===== config.mk =====
export PLATFORM = sky130hd
export DESIGN_NAME = uart_rx_byte
export DESIGN_NICKNAME = d
export VERILOG_FILES = /design/src/rtl/uart_pkg.sv /design/src/rtl/sync_2ff.sv /design/src/rtl/uart_rx_byte.sv
export SDC_FILE = /design/constraint.sdc
export NUM_CORES = 1
export LEC_CHECK = 0
export BUFFER_PORTS_ARGS = -buffer_cell sky130_fd_sc_hd__buf_2
export CORE_UTILIZATION = 30
export CTS_CLUSTER_SIZE = 16
export DETAILED_ROUTE_END_ITERATION = 7
export GPL_TIMING_DRIVEN = 0
export SETUP_SLACK_MARGIN = 0.1
export SYNTH_ARGS = -nofsm -noshare
export SYNTH_HDL_FRONTEND = slang
export SYNTH_SLANG_ARGS = --single-unit

===== constraint.sdc =====
create_clock -name clk -period 7.9 [get_ports clk]
set_clock_uncertainty 0.05 [all_clocks]
set_input_delay 1.185 -clock clk [delete_from_list [all_inputs] [get_ports clk]]
set_output_delay 1.185 -clock clk [all_outputs]
set_load 0.01 [all_outputs]

===== src/rtl/uart_pkg.sv =====
// Shared UART definitions: receiver state encoding, frame width and the
// default bit period used by both the receiver and the planned transmitter.
package uart_pkg;

    // 100 MHz system clock, 9600 baud.
    localparam logic [15:0] CLKS_PER_BIT_DEFAULT = 16'd10417;

    localparam int UART_DATA_BITS = 8;

    typedef enum logic [2:0] {
        IDLE  = 3'd0,
        START = 3'd1,
        DATA  = 3'd2,
        STOP  = 3'd3,
        BREAK = 3'd4
    } rx_state_t;

endpackage


===== src/rtl/sync_2ff.sv =====
// Two-flop synchronizer for a single asynchronous bit. The reset value is a
// parameter so that an idle-high serial line does not look like a start bit
// while the flops are coming out of reset.
module sync_2ff #(
    parameter logic RESET_VAL = 1'b1
) (
    input  logic clk,
    input  logic rst,
    input  logic d,
    output logic q
);

    logic meta;

    // Capture the asynchronous input, then re-register it to settle metastability.
    always_ff @(posedge clk) begin
        // NOTE: clocked state uses non-blocking assignments so that q picks up the
        // old value of meta, giving two real flop stages instead of one.
        if (rst) begin
            meta <= RESET_VAL;
            q    <= RESET_VAL;
        end else begin
            meta <= d;
            q    <= meta;
        end
    end

endmodule


===== src/rtl/uart_rx_byte.sv =====
// UART 8N1 receiver, LSB first. busy is high from the validated start-bit
// midpoint to the stop-bit midpoint; the received byte is published only at
// frame end, so downstream can latch it on the falling edge of busy.
// The byte output is named data_byte because "byte" is a reserved word.
module uart_rx_byte
    import uart_pkg::*;
#(
    parameter logic [15:0] CLKS_PER_BIT = CLKS_PER_BIT_DEFAULT
) (
    input  logic                      clk,
    input  logic                      rst,
    input  logic                      rx,
    output logic                      busy,
    output logic [UART_DATA_BITS-1:0] data_byte,
    output logic                      valid,
    output logic                      ferr
);

    localparam logic [15:0] HALF_BIT  = CLKS_PER_BIT / 16'd2;
    localparam logic [15:0] HALF_LAST = HALF_BIT - 16'd1;
    localparam logic [15:0] BIT_LAST  = CLKS_PER_BIT - 16'd1;
    localparam logic [2:0]  IDX_LAST  = 3'(UART_DATA_BITS - 1);

    logic                      rx_s;
    rx_state_t                 state;
    logic [15:0]               cnt;
    logic [2:0]                idx;
    logic [UART_DATA_BITS-1:0] shift;

    sync_2ff #(
        .RESET_VAL (1'b1)
    ) u_sync (
        .clk (clk),
        .rst (rst),
        .d   (rx),
        .q   (rx_s)
    );

    // Frame sequencer: validates the start bit, samples each bit at its
    // midpoint and drives the registered handshake outputs.
    always_ff @(posedge clk) begin
        if (rst) begin
            state     <= IDLE;
            cnt       <= '0;
            idx       <= '0;
            shift     <= '0;
            busy      <= 1'b0;
            data_byte <= '0;
            valid     <= 1'b0;
            ferr      <= 1'b0;
        end else begin
            valid <= 1'b0;
            case (state)
                IDLE: begin
                    if (!rx_s) begin
                        state <= START;
                        cnt   <= '0;
                    end
                end

                START: begin
                    if (cnt == HALF_LAST) begin
                        cnt <= '0;
                        if (!rx_s) begin
                            state <= DATA;
                            busy  <= 1'b1;
                            idx   <= '0;
                        end else begin
                            // Line went back high before mid-bit: a glitch.
                            state <= IDLE;
                        end
                    end else begin
                        cnt <= cnt + 16'd1;
                    end
                end

                DATA: begin
                    if (cnt == BIT_LAST) begin
                        cnt   <= '0;
                        shift <= {rx_s, shift[UART_DATA_BITS-1:1]};
                        idx   <= idx + 3'd1;
                        if (idx == IDX_LAST) begin
                            state <= STOP;
                        end
                    end else begin
                        cnt <= cnt + 16'd1;
                    end
                end

                STOP: begin
                    if (cnt == BIT_LAST) begin
                        cnt       <= '0;
                        data_byte <= shift;
                        if (rx_s) begin
                            busy  <= 1'b0;
                            valid <= 1'b1;
                            ferr  <= 1'b0;
                            state <= IDLE;
                        end else begin
                            // Missing stop bit: hold busy until the line recovers.
                            ferr  <= 1'b1;
                            state <= BREAK;
                        end
                    end else begin
                        cnt <= cnt + 16'd1;
                    end
                end

                BREAK: begin
                    if (rx_s) begin
                        busy  <= 1'b0;
                        state <= IDLE;
                    end
                end

                default: begin
                    state <= IDLE;
                end
            endcase
        end
    end

endmodule


==> summary.txt, run 1 <==
Global route
  • Vias in the first global route: 1,612
  • Initial antenna violation count: 0
  • Total global routing track utilization: 12.91%
  • First-pass GRT wire length: 7355 um
  • Largest net degree at the start of global routing: 15
  • GR Overflow Total: 0

Clocking
  • # hold bufs at CTS: 0
  • Post-CTS Resized: 0
  • Clock Tree Root: clkbuf_8
  • Clock transition at path regs: 0.09 ns
  • Skew-Pair Late Insertion Delay: 0.30 ns
  • TritonCTS Buffers: 5
  • Clock sink total: 43
  • Post-CTS Setup Bufs: 0
  • CTS tree: yes
  • H-tree Lvls: 2
  • Clock buffer depth: 2

Cells and area
  • Fraction of layout instances using a drive strength above 1: 14.62%
  • Post-Route Utilization: 35.75%
  • Filler cells: 654
  • Area Growth Syn to Fin: 12.35%
  • Final net count: 259
  • Fin area: 0.002322 mm2
  • Ant. Diodes: 0

Pwr
  • Int Power: 0.0002963 W
  • Net switching power: 0.00009513 W
  • Leak pwr: 0.8835 nW
  • Clock Power Share: 38.9%
  • Gate power share: 5.1%
  • Pwr Density: 168.5 mW/mm2
  • Switching Share: 24.31%
  • Seq pwr share: 56.0%
  • VDD IR-drop max: 0.1011 mV

Logic synthesis
  • Synth area leader: dfxtp_1
  • Area contributors post-synth: dfxtp_1 (42%), mux2i_1 (8.7%), nor2_1 (4.5%)
  • Seq/Total Area, Yosys: 41.65%
  • Syn_nets: 240
  • Synth Area per Inst: 8.871 um2
  • Number of flops mapped to enable cells by yosys: 0
  • Synth unique cells: 51
  • Yosys warning count: 0
  • Asr flop ratio synth: 0%
  • Mapped Area: 0.002067 mm2
  • Prevailing post-synth register cell: dfxtp_1
  • Gate Count Post-Synth: 233
  • Share of the synthesized area in the top cell type: 41.65%
  • FF+latch count, synth: 43

Job
  • # Max-Cap Violations: 0

Drt
  • TritonRoute pass-1 iters: 4
  • Drt wl/cell: 13.11 um
  • Vias per inst: 5.236
  • Routed wire length: 4326 um
  • Vias: 1,728
  • Post-route ant nets: 0
  • Residual DRC count: 0
  • Initial DRC count: 105

Setup path
  • CP startpoint kind: flip-flop
  • CP max FO: 10
  • Worst path slowest cell: or4bb_1
  • Worst setup path class: flip-flop to flip-flop
  • Crit path required time: 8.04 ns
  • Crit. End Element: flip-flop
  • Crit path cell chain: ha_1, or4bb_1, nor4_1, o22ai_1, clkbuf_1, a32o_1
  • Crit path DAT: 3.05 ns
  • R2r setup slk: 4.99 ns
  • Worst stage delay on the critical path: 0.52 ns

Hold path
  • Worst hold path class: flip-flop to flip-flop

Timing
  • Worst Setup Slack, final: 4.991 ns
  • Fmax: 0.3437 GHz
  • Final Hold Slack: 0.3646 ns
  • RSZ-0062 raised after global routing: false
  • Fin crit share: 36.83%
  • Crit path time final: 2.909 ns
  • Slew Limit Fails: 0
  • Final setup viols: 0
  • Final hold vios: 0
  • Slew margin rel.: 48.44%
  • Worst slew pin tran: 0.7734 ns
  • Fin Setup TNS: 0 ns

Floorplan
  • Die height: 85.01 um
  • Total core area: 0.006495 mm2
  • Starting density of the core: 31.82%
  • Full die area: 0.007226 mm2
  • Row Count: 29
  • I/O pin cnt: 14
  • Die W: 85.01 um

Placed design
  • DP Area: 0.002223 mm2
  • # port buffers: 12
  • GP Congestion: 0.7958
  • Placed wire-length estimate: 3013 um
  • Post-place setup slack: 4.938 ns

Status
  • Status: finished clean
synthesized netlist by cell type (5+ instances only):
library cell and count:
clkbuf_1 5, nand2_1 22, nor2_1 25, o21ai_0 6
buf_4 5, mux2i_1 18, nand4_1 5, dfxtp_1 43
a21oi_1 18, nand3_1 9, nand2b_1 5
sequential cells by signal (all words and copies together) (netlist names):
register     flops
shift            8
cnt             16
u_sync.meta      1
ferr             1
idx              3
valid            1
busy             1
data_byte        8
state            3
u_sync.q         1
worst paths after layout:
path / startpoint / to / cells past startpoint
worst max-delay path: cnt[0] / cnt[15] / 6
worst min-delay path: u_sync.meta / u_sync.q / 1
worst max register to register: cnt[0] / cnt[15] / 6
worst min register to register: u_sync.meta / u_sync.q / 1
power groups by stage:
| stage | clock network [W] | logic, W | registers (W) |
|---|---|---|---|
| finish | 0.000152 | 0.0000199 | 0.000219 |
| global route | 0.000167 | 0.0000222 | 0.000220 |
| CTS | 0.000157 | 0.0000199 | 0.000219 |
| detailed placement | 0 | 0.0000198 | 0.000224 |
| global placement | 0 | 0.0000196 | 0.000224 |
| floorplan | 0 | 0.0000145 | 0.000224 |
through the flow:
step           std cells  total power, W
2_1_floorplan        233       0.0002386
5_1_grt              330       0.0004086
3_3_place_gp         322       0.0002440
3_5_place_dp         322       0.0002443
4_1_cts              330       0.0003966
6_report             330       0.0003914
worst max-delay path: cells and delay by family, from the launching register on:
family                     cells  cell delay (ns)
AOI/OAI and AO/OA              2             0.66
adders and majority gates      1             0.29
buffers and inverters          1             0.35
DFF                            1             0.42
and+or+nand+nor                2             1.03
cell families (layout without fill, tap and decap cells):
logic type,after synthesis,after routing,synth area share [%]
buf+inv,17,37,4.661
mux,19,19,9.261
fa+ha+maj,4,4,2.421
simple gates,101,101,26.45
compound gates,48,48,15.13
xor+xnor,1,1,0.4238
flops,43,43,41.65
area by class of cell:
type / count / area [um2] / share of cell area [%]
sequential: 43 / 860.8 / 37.07
clock inverter: 2 / 16.27 / 0.7004
tap: 77 / 96.34 / 4.149
buffer: 13 / 81.33 / 3.502
inverter: 4 / 15.01 / 0.6466
multi-input combinational: 173 / 1110 / 47.79
timing repair buffer: 12 / 60.06 / 2.586
clock buffer: 6 / 82.58 / 3.556
placed cells by master (no fill, tap or decap), types with 3 or more instances in the layout:
cell / Yosys / final
a22oi_1: 3 / 3
nand3_1: 9 / 9
nand2_1: 22 / 22
nand4_1: 5 / 5
buf_2: 1 / 13
o21ai_0: 6 / 6
nor4_1: 3 / 3
dfxtp_1: 43 / 43
a31oi_1: 4 / 4
buf_4: 5 / 5
a21oi_1: 18 / 18
nor2_1: 25 / 25
or3_1: 3 / 3
clkbuf_1: 5 / 5
inv_1: 4 / 4
clkbuf_8: 0 / 6
nor2b_1: 3 / 3
nor3_1: 4 / 4
ha_1: 4 / 4
nand2b_1: 5 / 5
mux2i_1: 18 / 18
nand3b_1: 3 / 3
or2_2: 3 / 3
per-layer routing:
layer / global-route usage (%) / share of wire (%) / vias to the layer above
met2: 21.26 / 46 / 22
met1: 16.02 / 49 / 817
li1: - / - / 884
met4: 7.242 / 2.0 / 0
met5: 0 / 0 / -
met3: 2.140 / 3.1 / 5
(Power assumes the default switching activity.)
==> inputs of run 2 (changes only) <==
clock period = 2.66 ns   (was 7.9 ns; I/O delays follow)
==> summary.txt, run 2 (synthesized netlist as in run 1, its figures left out) <==
Timing
  • Fin Setup TNS: 0 ns (unchanged)
  • Final hold vios: 0 (unchanged)
  • Final setup viols: 0 (unchanged)
  • RSZ-0062 raised after global routing: false (unchanged)
  • Fmax: 0.4032 GHz (was 0.3437 GHz)
  • Slew margin rel.: 53.42% (was 48.44%)
  • Crit path time final: 2.480 ns (was 2.909 ns)
  • Slew Limit Fails: 0 (unchanged)
  • Fin crit share: 93.24% (was 36.83%)
  • Worst slew pin tran: 0.6961 ns (was 0.7734 ns)

Global route
  • Vias in the first global route: 1,617 (was 1,612)
  • Total global routing track utilization: 13.03% (was 12.91%)
  • First-pass GRT wire length: 7417 um (was 7355 um)
  • Largest net degree at the start of global routing: 15 (unchanged)
  • GR Overflow Total: 0 (unchanged)
  • Initial antenna violation count: 0 (unchanged)

Cells and area
  • Ant. Diodes: 0 (unchanged)
  • Top Registers: cnt x16, data_byte x8, shift x8 (unchanged)
  • Largest register FFs: 16 (unchanged)
  • Final net count: 259 (unchanged)
  • Post-Route Utilization: 36.78% (was 35.75%)
  • Largest register by flop count: cnt (unchanged)
  • Area Growth Syn to Fin: 15.56% (was 12.35%)
  • Most common cell after layout, fill and taps aside: dfxtp_1 (unchanged)
  • Most frequent cells in the layout: dfxtp_1 (41), nor2_1 (25), nand2_1 (22), a21oi_1 (18), mux2i_1 (18) (was dfxtp_1 (43), nor2_1 (25), nand2_1 (22), a21oi_1 (18), mux2i_1 (18))
  • Fraction of layout instances using a drive strength above 1: 18.97% (was 14.62%)

Setup path
  • Worst setup path class: flip-flop to flip-flop (unchanged)
  • Crit path DAT: 2.67 ns (was 3.05 ns)
  • Crit path required time: 2.85 ns (was 8.04 ns)
  • Crit path from: cnt[0] (unchanged)
  • FF-to-FF Start: cnt[0] (unchanged)
  • Crit. End Element: flip-flop (unchanged)
  • CP startpoint kind: flip-flop (unchanged)
  • CP max FO: 6 (was 10)

Placed design
  • # port buffers: 12 (unchanged)
  • Placed wire-length estimate: 3013 um (unchanged)
  • GP Congestion: 0.7958 (unchanged)

Floorplan
  • Total core area: 0.006495 mm2 (unchanged)
  • Full die area: 0.007226 mm2 (unchanged)
  • I/O pin cnt: 14 (unchanged)
  • Die height: 85.01 um (unchanged)
  • Row Count: 29 (unchanged)
  • Starting density of the core: 31.82% (unchanged)
  • Die W: 85.01 um (unchanged)

Pwr
  • Total power: 0.001162 W (was 0.0003914 W)
  • VDD IR-drop max: 0.3073 mV (was 0.1011 mV)
  • Leak pwr: 0.8972 nW (was 0.8835 nW)
  • Pwr Density: 486.5 mW/mm2 (was 168.5 mW/mm2)

Status
  • Status: finished clean (unchanged)

Clocking
  • Clock Tree Root: clkbuf_8 (unchanged)
  • CTS tree: yes (unchanged)
  • Skew-Pair Late Insertion Delay: 0.30 ns (about the same)
  • Clock transition at path regs: 0.09 ns (about the same)
  • TritonCTS Buffers: 5 (unchanged)
  • Clock buffer depth: 2 (unchanged)
  • Clock sink total: 43 (unchanged)
  • # hold bufs at CTS: 0 (unchanged)
  • Post-CTS Setup Bufs: 0 (unchanged)
  • H-tree Lvls: 2 (unchanged)

Drt
  • Initial DRC count: 109 (was 105)
  • Drt wl/cell: 13.25 um (was 13.11 um)
  • Post-route ant nets: 0 (unchanged)
  • Routed wire length: 4374 um (was 4326 um)
  • TritonRoute pass-1 iters: 5 (was 4)
  • Vias per inst: 5.321 (was 5.236)
  • Vias: 1,756 (was 1,728)
  • Residual DRC count: 0 (unchanged)

Hold path
  • Hold Startpoint: rx (was u_sync.meta)
  • Worst hold path class: input port to flip-flop (was flip-flop to flip-flop)

Job
  • # Max-Cap Violations: 0 (unchanged)
==> run 2: cell counts in the layout (fill, tap and decap cells not counted) <==
Identical to the previous run, type by type.
==> run 2: final timing paths <==
check / to / slack [ns] / depth (start not counted)
worst max-delay path: state[1] / 0.18 / 6
worst min-delay path: u_sync.meta / 0.23 / 2
worst max register to register: state[1] / 0.18 / 6
worst min register to register: u_sync.q / 0.36 / 1
==> run 2: area by class of cell <==
cell class / count / area [um2]
clock buffers: 6 / 82.58
clock inverters: 2 / 16.27
repair buffers: 12 / 60.06
flip-flops and latches: 43 / 868.3
multi-input cells: 173 / 1161
plain buffers: 13 / 88.84
well taps: 77 / 96.34
fillers: 646 / 4106
inverters: 4 / 15.01
==> run 2: critical path, stage by stage (launching register included) <==
cell and delay [ns]:
dfxtp_4 0.39, ha_4 0.16, or4bb_4 0.54, or4_4 0.55, a22o_4 0.27, or3_1 0.35, a21oi_1 0.12
==> run 2: timing repair <==
| item | 4_1_cts | 5_1_grt |
|---|---|---|
| setup endpoints to repair | 15 | 26 |
| cloned | 0 | 0 |
| pin swaps | 0 | 3 |
| gates resized for setup | 8 | 11 |
==> run 2: layer usage <==
layer / up-vias / global-route usage [%] / wire length [um]
met2: 30 / 21.63 / 2042
met4: 0 / 7.242 / 97
met1: 838 / 16.08 / 2087
met5: - / 0 / 0
li1: 881 / - / -
met3: 7 / 2.140 / 148
==> run 2: through the flow <==
step	hold WS (ns)	area, um2	std cells	setup slack [ns]
after detailed placement	0.3436	2223	322	-0.2683
after global placement	0.3399	2223	322	-0.2352
after floorplan	0.3395	2067	233	0.1625
after global routing	0.2175	2389	330	0.1053
final	0.2252	2389	330	0.1797
after CTS	0.2115	2360	330	0.1156
==> run 2: power breakdown <==
| part | internal (W) | leakage, nW | switching, W | total, W |
|---|---|---|---|---|
| registers | 0.000646 | 0.348 | 0.00000470 | 0.000651 |
| logic | 0.0000209 | 0.501 | 0.0000388 | 0.0000597 |
| clock network | 0.000212 | 0.0474 | 0.000239 | 0.000451 |
==> inputs of run 3 (changes only) <==
HOLD_SLACK_MARGIN = 0.02   (was not set)
clock period = 2.9 ns   (was 2.66 ns; I/O delays follow)
==> summary.txt, run 3 (synthesized netlist as in run 1, its figures left out) <==
Timing
  • RSZ-0062 raised after global routing: false (unchanged)
  • Worst slew pin tran: 0.6643 ns (was 0.6961 ns)
  • Slew Limit Fails: 0 (unchanged)
  • Final hold vios: 0 (unchanged)
  • Fin Setup TNS: 0 ns (unchanged)
  • Crit path time final: 2.686 ns (was 2.480 ns)
  • Slew margin rel.: 55.55% (was 53.42%)
  • Final setup viols: 0 (unchanged)
  • Fmax: 0.3723 GHz (was 0.4032 GHz)
  • Fin crit share: 92.62% (was 93.24%)

Global route
  • Initial antenna violation count: 0 (unchanged)
  • Largest net degree at the start of global routing: 15 (unchanged)
  • Total global routing track utilization: 12.95% (was 13.03%)
  • First-pass GRT wire length: 7376 um (was 7417 um)
  • GR Overflow Total: 0 (unchanged)
  • Vias in the first global route: 1,619 (was 1,617)

Cells and area
  • Ant. Diodes: 0 (unchanged)
  • Area taken by multi-input logic gates: 0.001125 mm2 (was 0.001161 mm2)
  • Seq. cell area: 860.8 um2 (was 868.3 um2)
  • Largest register by flop count: cnt (unchanged)
  • Fraction of layout instances using a drive strength above 1: 15.81% (was 18.97%)
  • Area Growth Syn to Fin: 13.08% (was 15.56%)
  • Final net count: 259 (unchanged)
  • Most common cell after layout, fill and taps aside: dfxtp_1 (unchanged)
  • Filler cells: 651 (was 646)
  • Most frequent cells in the layout: dfxtp_1 (43), nor2_1 (25), nand2_1 (22), a21oi_1 (18), mux2i_1 (18) (was dfxtp_1 (41), nor2_1 (25), nand2_1 (22), a21oi_1 (18), mux2i_1 (18))
  • Largest register FFs: 16 (unchanged)
  • Top Registers: cnt x16, data_byte x8, shift x8 (unchanged)

Clocking
  • Skew-Pair Late Insertion Delay: 0.30 ns (about the same)
  • Clock transition at path regs: 0.09 ns (about the same)
  • H-tree Lvls: 2 (unchanged)
  • Clock buffer depth: 2 (unchanged)
  • Clock Tree Root: clkbuf_8 (unchanged)
  • CTS tree: yes (unchanged)
  • TritonCTS Buffers: 5 (unchanged)
  • Clock sink total: 43 (unchanged)
  • Post-CTS Setup Bufs: 0 (unchanged)

Setup path
  • Crit path cell chain: ha_2, or4bb_1, or4_1, a22o_4, or3_1, a21oi_1 (was ha_4, or4bb_4, or4_4, a22o_4, or3_1, a21oi_1)
  • WP buf/inv: 0 (unchanged)
  • Worst path slowest cell: or4_1 (was or4_4)
  • Crit. End Element: flip-flop (unchanged)
  • Worst setup path class: flip-flop to flip-flop (unchanged)
  • Worst stage delay on the critical path: 0.59 ns (was 0.55 ns)
  • FF-to-FF Start: cnt[0] (unchanged)
  • FF-to-FF End: state[1] (unchanged)
  • Crit path DAT: 2.88 ns (was 2.67 ns)
  • CP max FO: 6 (unchanged)
  • CP startpoint kind: flip-flop (unchanged)
  • R2r setup slk: 0.21 ns (was 0.18 ns)
  • Crit path required time: 3.09 ns (was 2.85 ns)
  • CP top delay family: simple AND/OR/NAND/NOR gates (unchanged)
  • Register-to-Register Path Depth: 6 (unchanged)

Floorplan
  • I/O pin cnt: 14 (unchanged)
  • Die W: 85.01 um (unchanged)
  • Starting density of the core: 31.82% (unchanged)
  • Die height: 85.01 um (unchanged)
  • Total core area: 0.006495 mm2 (unchanged)
  • Row Count: 29 (unchanged)
  • Full die area: 0.007226 mm2 (unchanged)

Pwr
  • Clock Power Share: 38.9% (was 38.8%)
  • Switching Share: 24.31% (was 24.32%)
  • Net switching power: 0.0002593 W (was 0.0002826 W)
  • Seq pwr share: 56.0% (about the same)
  • Gate power share: 5.1% (about the same)
  • VDD IR-drop max: 0.2755 mV (was 0.3073 mV)
  • Pwr Density: 456.4 mW/mm2 (was 486.5 mW/mm2)
  • Leak pwr: 0.8834 nW (was 0.8972 nW)
  • Total power: 0.001067 W (was 0.001162 W)
  • Int Power: 0.0008073 W (was 0.0008793 W)

Placed design
  • # port buffers: 12 (unchanged)
  • GP Congestion: 0.7958 (unchanged)
  • Placed wire-length estimate: 3013 um (unchanged)

Hold path
  • Worst hold path class: input port to flip-flop (unchanged)
  • WHS Endpoint: u_sync.meta (unchanged)
  • Worst Hold Depth: 2 (unchanged)
  • Hold Startpoint: rx (unchanged)

Status
  • Status: finished clean (unchanged)

Job
  • # Max-Cap Violations: 0 (unchanged)

Drt
  • TritonRoute pass-1 iters: 4 (was 5)
  • Vias per inst: 5.227 (was 5.321)
  • Drt wl/cell: 13.18 um (was 13.25 um)
  • Post-route ant nets: 0 (unchanged)
  • Initial DRC count: 111 (was 109)
  • Vias: 1,725 (was 1,756)
  • Routed wire length: 4349 um (was 4374 um)
  • Residual DRC count: 0 (unchanged)
[run 3: worst max-delay path by stage]
| stage | start | slack (ns) | depth (start not counted) | end |
|---|---|---|---|---|
| after floorplan | cnt[0] | 0.40 | 6 | state[1] |
| after global placement | cnt[0] | 0.005 | 6 | cnt[15] |
| after detailed placement | cnt[0] | -0.03 | 7 | cnt[9] |
| after CTS | cnt[0] | 0.17 | 6 | state[1] |
| after global routing | cnt[0] | 0.10 | 6 | state[1] |
| final | cnt[0] | 0.21 | 6 | state[1] |
[run 3: layer usage]
metal	track usage (%)	vias up	wire length (um)
met5	0	-	0
met3	2.140	5	100
met2	21.41	16	1997
met4	7.242	0	88
li1	-	883	-
met1	16.02	821	2163
[run 3: final cells by class]
| type | count | area share (%) |
|---|---|---|
| Multi-Input combinational cell | 173 | 48.13 |
| Sequential cell | 43 | 36.83 |
| Tap cell | 77 | 4.122 |
| Clock buffer | 6 | 3.533 |
| Buffer | 13 | 3.480 |
| Timing Repair Buffer | 12 | 2.570 |
| Clock inverter | 2 | 0.6959 |
| Inverter | 4 | 0.6424 |
[run 3: power groups by stage]
stage               clock [W]  sequential (W)  combinational, W
finish               0.000415        0.000598         0.0000543
global route         0.000454        0.000598         0.0000608
CTS                  0.000429        0.000598         0.0000544
detailed placement          0        0.000612         0.0000540
global placement            0        0.000611         0.0000534
floorplan                   0        0.000611         0.0000395
[run 3: what timing repair did]
action,in CTS,in global routing
setup endpoints to repair,10,6
gates resized for setup,2,1
hold buffers,0,0
cloned,0,0
endpoints found under the hold margin,0,0
[run 3: metrics by stage]
| step | setup WS, ns | utilization (%) | hold slack [ns] | instances | area [um2] |
|---|---|---|---|---|---|
| floorplan | 0.4025 | - | 0.3395 | 233 | 2067 |
| global placement | 0.004789 | 34.23 | 0.3399 | 322 | 2223 |
| detailed placement | -0.02831 | 34.23 | 0.3436 | 322 | 2223 |
| CTS | 0.1706 | 35.95 | 0.2475 | 330 | 2335 |
| global route | 0.1013 | 35.99 | 0.2535 | 330 | 2337 |
| finish | 0.2141 | 35.99 | 0.2586 | 330 | 2337 |
